$ cat src/rtl/led_seq_scheduler.sv
// LED pattern sequencer: input sync, button debounce/click, step prescaler and run FSM.
// Optional SEQ_AUTO_MODE_EN: auto mode advance after AUTO_STEPS step pulses in RUN.
module led_seq_scheduler #(
    parameter int unsigned TICK_DIV   = 8000000,
    parameter int unsigned DEB_CYCLES = 250000,
    parameter int unsigned NUM_MODES  = 2,
    parameter int unsigned AUTO_STEPS = 32
) (
    input  logic       clk,
    input  logic       rst_n,
    input  logic       btn_in,
    input  logic       run_sw,
    input  logic [1:0] speed,
    output logic       step_en,
    output logic       restart,
    output logic [1:0] mode,
    output logic [1:0] state_o
);

    localparam int unsigned CW = (TICK_DIV > 1) ? $clog2(TICK_DIV) : 1;
    localparam int unsigned DW = (DEB_CYCLES > 1) ? $clog2(DEB_CYCLES) : 1;

    typedef enum logic [1:0] {
        IDLE  = 2'd0,
        START = 2'd1,
        RUN   = 2'd2
    } state_t;

    state_t        state;
    logic          btn_s1, btn_s2, run_s1, run_s2;
    logic [DW-1:0] deb_cnt;
    logic          deb_lvl;
    logic          click;
    logic [CW-1:0] pre_cnt;
    logic [31:0]   period;
    logic          tick;
    logic [1:0]    mode_nx;

`ifdef SEQ_AUTO_MODE_EN
    localparam int unsigned SW = (AUTO_STEPS > 1) ? $clog2(AUTO_STEPS) : 1;
    logic [SW-1:0] step_cnt;
`endif

    always_ff @(posedge clk or negedge rst_n) begin
        if (!rst_n) begin
            btn_s1 <= 1'b0;
            btn_s2 <= 1'b0;
            run_s1 <= 1'b0;
            run_s2 <= 1'b0;
        end else begin
            btn_s1 <= btn_in;
            btn_s2 <= btn_s1;
            run_s1 <= run_sw;
            run_s2 <= run_s1;
        end
    end

    // click is registered alongside the debounced level, so it is high in the first cycle the level reads 0
    always_ff @(posedge clk or negedge rst_n) begin
        if (!rst_n) begin
            deb_cnt <= '0;
            deb_lvl <= 1'b0;
            click   <= 1'b0;
        end else begin
            click <= 1'b0;
            if (btn_s2 != deb_lvl) begin
                if (deb_cnt == DW'(DEB_CYCLES - 1)) begin
                    deb_lvl <= btn_s2;
                    deb_cnt <= '0;
                    click   <= deb_lvl;
                end else begin
                    deb_cnt <= deb_cnt + 1'b1;
                end
            end else begin
                deb_cnt <= '0;
            end
        end
    end

    always_comb begin
        period = TICK_DIV >> speed;
        if (period == 32'd0) begin
            period = 32'd1;
        end
        tick    = (32'(pre_cnt) >= period - 32'd1);
        mode_nx = (mode == 2'(NUM_MODES - 1)) ? '0 : mode + 2'd1;
    end

    // Pulses are decoded from registered state so run_sw=0 > click > tick resolves within the same cycle
    assign step_en = (state == RUN) && run_s2 && !click && tick;
    assign restart = (state == START) && run_s2;
    assign state_o = state;

    always_ff @(posedge clk or negedge rst_n) begin
        if (!rst_n) begin
            state   <= IDLE;
            mode    <= '0;
            pre_cnt <= '0;
`ifdef SEQ_AUTO_MODE_EN
            step_cnt <= '0;
`endif
        end else begin
            case (state)
                IDLE: begin
                    pre_cnt <= '0;
`ifdef SEQ_AUTO_MODE_EN
                    step_cnt <= '0;
`endif
                    if (click) begin
                        mode <= mode_nx;
                    end
                    if (run_s2) begin
                        state <= START;
                    end
                end
                START: begin
                    pre_cnt <= '0;
`ifdef SEQ_AUTO_MODE_EN
                    step_cnt <= '0;
`endif
                    state <= run_s2 ? RUN : IDLE;
                end
                RUN: begin
                    if (!run_s2) begin
                        state   <= IDLE;
                        pre_cnt <= '0;
                    end else if (click) begin
                        mode    <= mode_nx;
                        state   <= START;
                        pre_cnt <= '0;
`ifdef SEQ_AUTO_MODE_EN
                        step_cnt <= '0;
`endif
                    end else if (tick) begin
                        pre_cnt <= '0;
`ifdef SEQ_AUTO_MODE_EN
                        if (step_cnt == SW'(AUTO_STEPS - 1)) begin
                            step_cnt <= '0;
                            mode     <= mode_nx;
                            state    <= START;
                        end else begin
                            step_cnt <= step_cnt + 1'b1;
                        end
`endif
                    end else begin
                        pre_cnt <= pre_cnt + 1'b1;
                    end
                end
                default: begin
                    state   <= IDLE;
                    pre_cnt <= '0;
                end
            endcase
        end
    end

endmodule

$ cat config.mk
export PLATFORM = sky130hd
export DESIGN_NAME = led_seq_scheduler
export DESIGN_NICKNAME = d
export VERILOG_FILES = /design/src/rtl/led_seq_scheduler.sv
export SDC_FILE = /design/constraint.sdc
export NUM_CORES = 1
export LEC_CHECK = 0
export CAP_MARGIN = 10
export CORE_MARGIN = 4
export CORE_UTILIZATION = 36
export CTS_CLUSTER_SIZE = 30
export DETAILED_ROUTE_END_ITERATION = 16
export GPL_TIMING_DRIVEN = 0
export PLACE_DENSITY = 0.52
export SLEW_MARGIN = 10
export SYNTH_ARGS = -nofsm -noshare
export SYNTH_HDL_FRONTEND = slang
export SYNTH_SLANG_ARGS = --single-unit
export TNS_END_PERCENT = 5
$ cat constraint.sdc
create_clock -name clk -period 3.3 [get_ports clk]
set_clock_uncertainty 0.15 [all_clocks]
set_input_delay 0.66 -clock clk [delete_from_list [all_inputs] [get_ports clk]]
set_output_delay 0.66 -clock clk [all_outputs]
set_load 0.03 [all_outputs]
==> results.py <==
metrics = {
    "clock_network": {
        "cts_tree": "done",
        "hold_buffers": 0,
        "postCtsSetupBuffers": 0,
        "clockBufferDepth": 2,
        "root_buffer": "clkbuf_8",
        "cts.clk_slew.worst_paths_ns": 0.10,
        "numCtsBuffers": 5,
        "htree_levels": 2,
        "clkSinkCount": 51,
        "clock_latency_ns": 0.30,
    },
    "route": {
        "drt-pass1-iter-count": 5,
        "avgRoutedWirePerCell_um": 13.2,
        "wirelength_um": 5330,
        "antenna_left": 0,
        "drt_iter0_markers": 67,
        "vias": 1965,
        "drt-vias-per-instance": 4.85,
        "post-route-drc-count": 0,
    },
    "critical_path": {
        "cp.arrival_ns": 2.40,
        "critical_path.cell_chain": "buf_4 -> inv_2 -> ha_1 -> inv_1 -> ha_1 -> nand4_1 -> nor3_2 -> o21ai_1 -> nand3_1 -> and2_4 -> buf_6",
        "critPathTopFamily": "simple AND/OR/NAND/NOR gates",
        "startpoint_type": "input pin",
        "cp.required_ns": 2.49,
        "end_kind": "primary output",
        "cp_slowest_cell": "ha_1",
        "critPathMaxFanout": 6,
        "path_class": "input pin to primary output",
        "max_stage_delay_ns": 0.32,
        "crit_top_cell": "ha_1",
        "cp_num_buf_inv": 4,
    },
    "global_route": {
        "grt_pass1_vias": 1926,
        "grt_max_degree": 28,
        "grt-ovfl-total": 0,
        "grt_antenna_before_repair": 0,
        "grt_pass1_wl_um": 9490,
        "track_usage_pct": 12.2,
    },
    "die": {
        "core_um2": 7690,
        "dieArea_um2": 9360,
        "rows": 32,
        "initial_core_util_pct": 36.9,
        "pin_count": 12,
        "dieHeight_um": 96.7,
        "die_w_um": 96.7,
    },
    "final_layout": {
        "finish.instance_area_um2": 3220,
        "areaGrowthSynthToFinish_pct": 13.7,
        "fillers": 787,
        "drive_gt1_share_pct": 12.2,
        "fin_nets": 335,
        "antenna_cells": 0,
    },
    "power_and_ir_drop": {
        "total_power_uw": 1100,
        "power_density_nw_per_um2": 341,
        "peakVddDrop_v": 0.000243,
        "p_leak_uw": 0.00144,
    },
    "logic_synthesis": {
        "synth_top_area_share_pct": 45.0,
        "yosysUniqueCellTypes": 36,
        "synth.avg_cell_area_um2": 10.0,
        "synth_nets": 316,
        "syn_area_um2": 2830,
        "yosysSeqAreaShare_pct": 45.0,
        "synth_seq_cells": 51,
        "post-synth-top-area-cell": "dfrtp_1",
        "yosysWarnings": 0,
        "ys_top_cells_by_area": "dfrtp_1, ha_1, xor2_1",
        "syn_inst": 283,
    },
    "sta": {
        "layout_worst_path_cycle_share_pct": 97.3,
        "maxSlewHeadroom_pct": 58.9,
        "setup_viol": 0,
        "max_clock_freq_mhz": 311,
        "fin_crit_ns": 3.21,
        "hold_viol": 0,
        "slew_violations": 0,
        "worstMarginPinSlew_ns": 0.616,
        "fin_setup_tns_ns": 0,
    },
    "placed_design": {
        "finalWeightedCongestion": 0.729,
        "placed_area_um2": 3090,
        "hpwlAfterDp_um": 3950,
        "portBuffers": 11,
    },
    "flow_run": {
        "max-cap-violations": 0,
    },
    "hold_path": {
        "min_path_type": "input pin to async pin",
    },
    "run_status": {
        "status": "finished clean",
    },
}
## layer usage
layer,share of wire (%),vias up,wire [um],GRT usage [%]
li1,-,1012,-,-
met4,1.1,0,57,3.56
met1,53,932,2850,17.8
met5,0,-,0,0
met3,2.0,5,105,2.60
met2,44,16,2320,18.3
## final timing paths
kind	cells after the start	end	startpoint	slack (ns)
min reg2reg	0	btn_s2$_DFF_PN0_	btn_s1$_DFF_PN0_	0.21
max in group asynchronous	2	pre_cnt[16]$_DFF_PN0_	rst_n	2.23
max	11	step_en	speed[0]	0.09
max reg2reg	7	pre_cnt[18]$_DFF_PN0_	pre_cnt[15]$_DFF_PN0_	1.14
min	1	deb_cnt[14]$_DFF_PN0_	rst_n	0.21
min in group clk	0	btn_s2$_DFF_PN0_	btn_s1$_DFF_PN0_	0.21
## power breakdown
part,internal [uW],total [uW],switching [uW],leakage [uW]
clock network,150,361,212,0.0000483
registers,634,643,8.86,0.000699
logic,35.8,94.1,58.3,0.000697
## cell families after synthesis
kind of cell / Yosys count / synth area share, %
fa+ha+maj: 27 / 11.9
mux: 1 / 0.397
compound gates: 15 / 3.09
buf+inv: 15 / 2.34
simple gates: 134 / 25.0
flops: 51 / 45.0
other cells: 1 / 0.132
xor+xnor: 39 / 12.1
## Yosys cell counts, drive strengths merged
cell,n
dfrtp,51
nor2,44
ha,27
xor2,25
nand3,20
nand2,18
xnor2,14
nand4,13
inv,12
a21oi,8
nor3,8
and3,7
and4,4
nor3b,4
buf,3
nor2b,3
o21ai,3
or4,3
and2,2
and3b,2
nor4b,2
a21boi,1
a21o,1
a2bb2oi,1
and4b,1
conb,1
mux2,1
nand4b,1
nor4,1
o221ai,1
or2,1
## stage by stage
step | std cells | setup slack [ns] | hold slack, ns | utilization [%]
after floorplan | 283 | 0.241 | 0.181 | -
final | 405 | 0.0896 | 0.211 | 41.9
after global placement | 396 | -1.28 | 0.185 | 40.0
after global routing | 405 | -0.0194 | 0.219 | 41.9
after detailed placement | 397 | -1.27 | 0.188 | 40.2
after CTS | 405 | 0.00239 | 0.215 | 41.5
## timing repair
action / in CTS / in global routing
hold endpoints to repair: 0 / 0
resized for setup: 26 / 7
setup endpoints to repair: 21 / 1
pin swaps: 4 / 5
## state kept, by name, indices dropped and copies added (netlist names)
| signal | count |
|---|---|
| deb_lvl | 1 |
| btn_s1 | 1 |
| click | 1 |
| mode | 2 |
| state_o | 2 |
| run_s1 | 1 |
| deb_cnt | 18 |
| run_s2 | 1 |
| btn_s2 | 1 |
| pre_cnt | 23 |
## cells in the final DEF (no fill, tap or decap), types with 7 or more instances in the layout
master,count
dfrtp_1,51
inv_1,9
xor2_1,25
nand2_1,17
nand3_1,20
xnor2_1,14
ha_1,25
nor2_1,44
clkdlybuf4s50_1,7
nand4_1,13
a21oi_1,8
## area by class of cell
cell class	instances	area, um2	area share, %
inverters	12	47.5	1.48
well taps	102	128	3.96
plain buffers	3	21.3	0.660
multi-input cells	217	1540	47.7
repair buffers	12	125	3.88
clock inverters	3	18.8	0.583
clock buffers	5	68.8	2.14
flip-flops and latches	51	1280	39.6
Note: power is estimated with default switching activity, not from simulation.
